$ cat config.mk
export PLATFORM = sky130hd
export DESIGN_NAME = fft_twiddle_mul32
export DESIGN_NICKNAME = d
export VERILOG_FILES = /design/src/rtl/fft_twiddle_mul32.sv
export SDC_FILE = /design/constraint.sdc
export NUM_CORES = 2
export LEC_CHECK = 0
export BUFFER_PORTS_ARGS = -buffer_cell sky130_fd_sc_hd__buf_4
export CORE_ASPECT_RATIO = 1.2
export CORE_MARGIN = 2
export CORE_UTILIZATION = 50
export DETAILED_ROUTE_END_ITERATION = 16
export GPL_ROUTABILITY_DRIVEN = 0
export PLACE_DENSITY_LB_ADDON = 0.15
export RECOVER_POWER = 25
export SLEW_MARGIN = 20
export SYNTH_ARGS = -nofsm -noshare
export SYNTH_HDL_FRONTEND = slang
export SYNTH_SLANG_ARGS = --single-unit
export TNS_END_PERCENT = 50
$ cat constraint.sdc
create_clock -name clk -period 10.4 [get_ports clk]
set_input_delay 1.04 -clock clk [delete_from_list [all_inputs] [get_ports clk]]
set_output_delay 1.04 -clock clk [all_outputs]
set_load 0.005 [all_outputs]
$ cat src/rtl/fft_twiddle_mul32.sv
`default_nettype none
// ============================================================================
// Module      : fft_twiddle_mul32
// Description : Twiddle multiplier for the PUSCH FFT. Tracks each sample's
//               index n (0..31) within a frame, addresses an external 32-entry
//               twiddle ROM with (n*STEP) mod 32 and multiplies the sample by
//               the returned twiddle (Q10, 1.0 = 1024). Fixed 3-cycle latency.
// Ports       : clk, rst_n            clock, async active-low reset
//               in_valid/in_sof       sample qualifier / start of frame
//               in_re/in_im           input sample (signed WIDTH)
//               tw_addr               twiddle ROM address
//               tw_re/tw_im           twiddle from ROM (signed 18)
//               out_valid/out_sof     delayed qualifiers
//               out_re/out_im         rounded, saturated product
//               sat_cnt               saturation event counter (optional)
// Options     : define TWMUL_SAT_CNT_EN to add the sat_cnt port and counter.
// Revision    : 1.0 - initial release
// ============================================================================
module fft_twiddle_mul32 #(
  parameter int WIDTH = 16,
  parameter int STEP  = 1,
  parameter int TW_FF = 1
) (
  input  logic             clk,
  input  logic             rst_n,
  input  logic             in_valid,
  input  logic             in_sof,
  input  logic [WIDTH-1:0] in_re,
  input  logic [WIDTH-1:0] in_im,
  output logic [4:0]       tw_addr,
  input  logic [17:0]      tw_re,
  input  logic [17:0]      tw_im,
  output logic             out_valid,
  output logic             out_sof,
  output logic [WIDTH-1:0] out_re,
  output logic [WIDTH-1:0] out_im
`ifdef TWMUL_SAT_CNT_EN
  ,
  output logic [7:0]       sat_cnt
`endif
);

  localparam int c_pw = WIDTH + 18;
  localparam int c_sw = WIDTH + 19;
  localparam logic signed [c_sw-1:0] c_round = c_sw'(512);
  localparam logic signed [c_sw-1:0] c_max   = {{(c_sw-WIDTH+1){1'b0}}, {(WIDTH-1){1'b1}}};
  localparam logic signed [c_sw-1:0] c_min   = ~c_max;

  // Returns {clamped_flag, clamped_value}
  function automatic logic [WIDTH:0] sat_fn(input logic signed [c_sw-1:0] v);
    if (v > c_max)      return {1'b1, c_max[WIDTH-1:0]};
    else if (v < c_min) return {1'b1, c_min[WIDTH-1:0]};
    else                return {1'b0, v[WIDTH-1:0]};
  endfunction

  logic [4:0]              n_q, n_d, idx;
  logic                    a_valid_q, a_valid_d, a_sof_q, a_sof_d;
  logic signed [WIDTH-1:0] a_re_q, a_re_d, a_im_q, a_im_d;
  logic                    b_valid_q, b_valid_d, b_sof_q, b_sof_d;
  logic signed [c_pw-1:0]  ac_q, ac_d, bd_q, bd_d, ad_q, ad_d, bc_q, bc_d;
  logic signed [c_sw-1:0]  sum_re, sum_im;
  logic [WIDTH:0]          sat_re, sat_im;
  logic                    out_valid_q, out_valid_d, out_sof_q, out_sof_d;
  logic [WIDTH-1:0]        out_re_q, out_re_d, out_im_q, out_im_d;
  logic signed [17:0]      tw_c, tw_d;

  // Twiddle alignment: a registered ROM already lines up with stage A, a
  // combinational ROM is captured into stage A alongside the data.
  generate
    if (TW_FF == 0) begin : g_tw_reg
      logic [17:0] tw_re_q, tw_re_d, tw_im_q, tw_im_d;
      always_comb begin
        tw_re_d = tw_re;
        tw_im_d = tw_im;
      end
      always_ff @(posedge clk or negedge rst_n) begin
        if (!rst_n) begin
          tw_re_q <= '0;
          tw_im_q <= '0;
        end else begin
          tw_re_q <= tw_re_d;
          tw_im_q <= tw_im_d;
        end
      end
      assign tw_c = tw_re_q;
      assign tw_d = tw_im_q;
    end else begin : g_tw_direct
      assign tw_c = tw_re;
      assign tw_d = tw_im;
    end
  endgenerate

  always_comb begin
    // A start of frame restarts indexing on that very sample
    idx = n_q;
    if (in_valid && in_sof) idx = '0;
    n_d = n_q;
    if (in_valid) n_d = idx + 5'd1;
    tw_addr = idx * 5'(STEP);

    a_valid_d = in_valid;
    a_sof_d   = in_valid & in_sof;
    a_re_d    = in_re;
    a_im_d    = in_im;

    b_valid_d = a_valid_q;
    b_sof_d   = a_sof_q;
    ac_d      = c_pw'(a_re_q) * c_pw'(tw_c);
    bd_d      = c_pw'(a_im_q) * c_pw'(tw_d);
    ad_d      = c_pw'(a_re_q) * c_pw'(tw_d);
    bc_d      = c_pw'(a_im_q) * c_pw'(tw_c);

    sum_re = c_sw'(ac_q) - c_sw'(bd_q) + c_round;
    sum_im = c_sw'(ad_q) + c_sw'(bc_q) + c_round;
    sat_re = sat_fn(sum_re >>> 10);
    sat_im = sat_fn(sum_im >>> 10);

    out_valid_d = b_valid_q;
    out_sof_d   = b_sof_q;
    out_re_d    = out_re_q;
    out_im_d    = out_im_q;
    if (b_valid_q) begin
      out_re_d = sat_re[WIDTH-1:0];
      out_im_d = sat_im[WIDTH-1:0];
    end
  end

  always_ff @(posedge clk or negedge rst_n) begin
    if (!rst_n) begin
      n_q         <= '0;
      a_valid_q   <= 1'b0;
      a_sof_q     <= 1'b0;
      a_re_q      <= '0;
      a_im_q      <= '0;
      b_valid_q   <= 1'b0;
      b_sof_q     <= 1'b0;
      ac_q        <= '0;
      bd_q        <= '0;
      ad_q        <= '0;
      bc_q        <= '0;
      out_valid_q <= 1'b0;
      out_sof_q   <= 1'b0;
      out_re_q    <= '0;
      out_im_q    <= '0;
    end else begin
      n_q         <= n_d;
      a_valid_q   <= a_valid_d;
      a_sof_q     <= a_sof_d;
      a_re_q      <= a_re_d;
      a_im_q      <= a_im_d;
      b_valid_q   <= b_valid_d;
      b_sof_q     <= b_sof_d;
      ac_q        <= ac_d;
      bd_q        <= bd_d;
      ad_q        <= ad_d;
      bc_q        <= bc_d;
      out_valid_q <= out_valid_d;
      out_sof_q   <= out_sof_d;
      out_re_q    <= out_re_d;
      out_im_q    <= out_im_d;
    end
  end

  assign out_valid = out_valid_q;
  assign out_sof   = out_sof_q;
  assign out_re    = out_re_q;
  assign out_im    = out_im_q;

`ifdef TWMUL_SAT_CNT_EN
  logic [7:0] sat_cnt_q, sat_cnt_d;

  // Counts clamped outputs, sticking at 255
  always_comb begin
    sat_cnt_d = sat_cnt_q;
    if (b_valid_q && (sat_re[WIDTH] || sat_im[WIDTH]) && (sat_cnt_q != 8'hFF))
      sat_cnt_d = sat_cnt_q + 8'd1;
  end

  always_ff @(posedge clk or negedge rst_n) begin
    if (!rst_n) sat_cnt_q <= '0;
    else        sat_cnt_q <= sat_cnt_d;
  end

  assign sat_cnt = sat_cnt_q;
`else
  logic unused_sat_flags;
  assign unused_sat_flags = sat_re[WIDTH] ^ sat_im[WIDTH];
`endif

endmodule
`default_nettype wire
==> results.toml <==
[run_status]
status = "complete, but fails checks"
violations = "max-capacitance violations, max-slew violations"

[routing]
firstDrtPassIters = 5
routedWlPerCell_um = 17.8
vias_per_cell = 5.20
m1WireLength_mm = 52.4
dr_wl_met2_mm = 61.0
dr_wl_met3_mm = 6.04
drc = 0
topRoutingLayerUsed = "met5"
wirelength_mm = 122
vias = 35800
first_iter_violations = 2008
antenna_left = 0

[clock_network]
clock_latency_ps = 600
postCtsSetupRepairBufs = 0
cts_max_level = 1
cts_tree = "built"
cts_resized = 0
cts_buffers = 28
clock_sinks = 211
cts_buffer_depth = 3
cts.clk_slew.worst_paths_ps = 60
cts_hold_buf = 0
clockRootBuffer = "clkbuf_16"

[synth]
ys_warn_count = 0
synth_top_area_cell = "fa_1"
synthArstFlopShare_pct = 100
syn-num-nets = 7243
ys.flop_type = "dfrtp_1"
synth-seq-cells = 211
synth-seq-area-share_pct = 10.0
synth.cell_area_mm2 = 0.0526
synth-edff-count = 0
ys_types = 83
avgSynthCellArea_um2 = 9.50
synthTopCellsByArea = "fa_1 (44%), ha_1 (11%), dfrtp_1 (10%), inv_1 (9.4%), and2_1 (6.6%)"
synth_top_area_share_pct = 44.2
syn_inst = 5536

[sta]
maxSlewViolCount = 168
hold_slack_ps = 347
tightestPinTransition_ps = 3750
hold_viol_final = 0
skew_ps = 19.1
fin_crit_ps = 8120
setup_viol = 0
post-route-period-util_pct = 78.1
rsz0062_at_grt = "false"
setup_tns_ps = 0
slew_headroom_pct = -150
clock.fmax_mhz = 123

[layout]
fin_area_mm2 = 0.0554
drive_gt1_share_pct = 4.35
finalNonFillerCells = 6880
diodes = 0
mostFrequentLayoutCells = "inv_1 (1,313), fa_1 (1,160), nand2_1 (592), and2_1 (554), ha_1 (475)"
nets = 7181
layout_commonest_cell = "inv_1"
area_growth_pct = 5.39

[grt]
gr-total-overflow = 0
grt_pass1_vias = 39200
antenna_found_initial = 5
grt_first_pass_wirelength_mm = 206
grt_max_degree = 69
track_usage_pct = 24.0

[setup_path]
rrSetupSlack_ps = 2780
start_kind = "input port"
cpMaxStageDelayCell = "clkbuf_1"
max_stage_delay_ps = 1450
r2r-end = "bd_q[32]$_DFF_PN0_"
required_ps = 10920
worstPathArrival_ps = 8640
end_kind = "flop"
reg2reg_depth = 23
cp_max_fo = 32
reg2reg_from = "a_im_q[8]$_DFF_PN0_"
path_class = "input port to flop"
cp.buffers_inverters = 4
crit_chain = "clkbuf_1 -> nand2_1 -> fa_1 -> inv_1 -> fa_1 -> ha_1 -> fa_1 -> inv_1 -> fa_1 -> fa_1 -> inv_1 -> ha_1 -> a21oi_1 -> nand2_1 -> a21oi_1 -> o211ai_1 -> a41oi_1 -> a21oi_1 -> a2111oi_0 -> nor3_1 -> a211oi_1 -> xnor2_1"
critical-path-top-delay-family = "adder cells"
crit_top_cell = "fa_1"

[placed_design]
dpl.hpwl_mm = 95.0
dp.cells = 6830
dpl_cell_area_mm2 = 0.0545
port_buffers = 110

[die]
boundaryPins = 111
die_h_um = 359
die_w_um = 300
core_mm2 = 0.104
initial_core_util_pct = 50.4
placementRows = 130
die_area_mm2 = 0.108

[flow_run]
drv_cap = 4

[worst_hold_path]
min_path_cells = 0
min_path_type = "flop to flop"
worstHoldStart = "a_sof_q$_DFF_PN0_"
hold_end = "b_sof_q$_DFF_PN0_"
[flip-flops by register name, summed over array words and instances, names as in the netlist, 5 cells and up]
signal and cells:
out_im 16, a_re_q 16, ad_q 34, bc_q 34, a_im_q 16, ac_q 34
out_re 16, bd_q 34, n_q 5
[Yosys cell counts (9+ instances only)]
library cell and n:
buf_1 13, xor2_1 41, a21o_1 68, clkbuf_1 219, nand2_1 592, o211ai_1 10
nor3_1 41, nand4_1 10, o21bai_1 23, and2_1 558, ha_1 475, inv_1 1313
o22a_1 16, o21ai_0 50, nand2b_4 9, a21oi_1 129, and3_1 17, nand3_1 38
nand2b_1 45, o21a_1 16, nor2_1 154, fa_1 1160, a211oi_1 15, dfrtp_1 211
a21oi_2 9, xnor2_1 152, a31oi_1 14, nor2b_1 14
[cell type report]
type | instances | area [um^2]
repair buffers | 144 | 1050
flip-flops and latches | 211 | 5290
multi-input cells | 3776 | 41500
fillers | 9687 | 49000
clock buffers | 41 | 851
clock inverters | 9 | 87.6
inverters | 1313 | 4930
well taps | 1386 | 1730
[kinds of logic (layout without fill, tap and decap cells)]
logic type                 Yosys count  after routing  share of synthesized area (%)
muxes                                4              4                         0.0785
xor gates and xnor gates           194            194                           3.25
and+or+nand+nor                   1514           1514                           14.5
adders and majority gates         1635           1635                           55.5
DFF                                211            211                           10.0
buffers and inverters             1549           1507                           11.1
AOI/OAI and AO/OA                  429            429                           5.61
[stage by stage]
| step | setup slack (ps) | utilization [%] |
|---|---|---|
| 6_report | 2280 | 53.1 |
| 5_1_grt | 1700 | 53.1 |
| 4_1_cts | 2840 | 53.1 |
| 3_5_place_dp | 2540 | 52.2 |
| 3_3_place_gp | 2600 | 52.2 |
| 2_1_floorplan | 3310 | - |
[worst max-delay path by stage]
stage                   startpoint            endpoint  depth (start not counted)
5_1_grt                   tw_im[0]  bd_q[32]$_DFF_PN0_                         22
6_report                  tw_im[0]  bd_q[32]$_DFF_PN0_                         22
2_1_floorplan            tw_im[17]  bd_q[32]$_DFF_PN0_                         20
3_3_place_gp             tw_re[12]  ac_q[32]$_DFF_PN0_                         23
3_5_place_dp             tw_re[12]  ac_q[32]$_DFF_PN0_                         23
4_1_cts        a_re_q[7]$_DFF_PN0_  ac_q[32]$_DFF_PN0_                         24
[worst register-to-register path, stage by stage, from the launching register on]
cell and delay (ps):
dfrtp_1 940, buf_4 410, nand2_1 130, fa_1 530, inv_1 50, fa_1 500
inv_1 50, fa_1 520, inv_1 50, fa_1 450, fa_1 490, inv_1 50
fa_1 470, inv_1 40, ha_1 320, and3_1 190, nand3_1 90, o211ai_1 160
a41oi_1 430, a21oi_1 240, a2111oi_0 840, nor3_1 150, a211oi_1 300, xnor2_1 150
[per-layer routing]
layer  vias to the layer above  track usage [%]
met1                     18700             32.9
li1                      16300                -
met4                         4             5.40
met3                       113             2.77
met5                         -                0
met2                       737             41.1
Power is left out: the tool's default activity adds up to more than one toggle a clock period on the data nets, which glitch-free logic cannot reach.
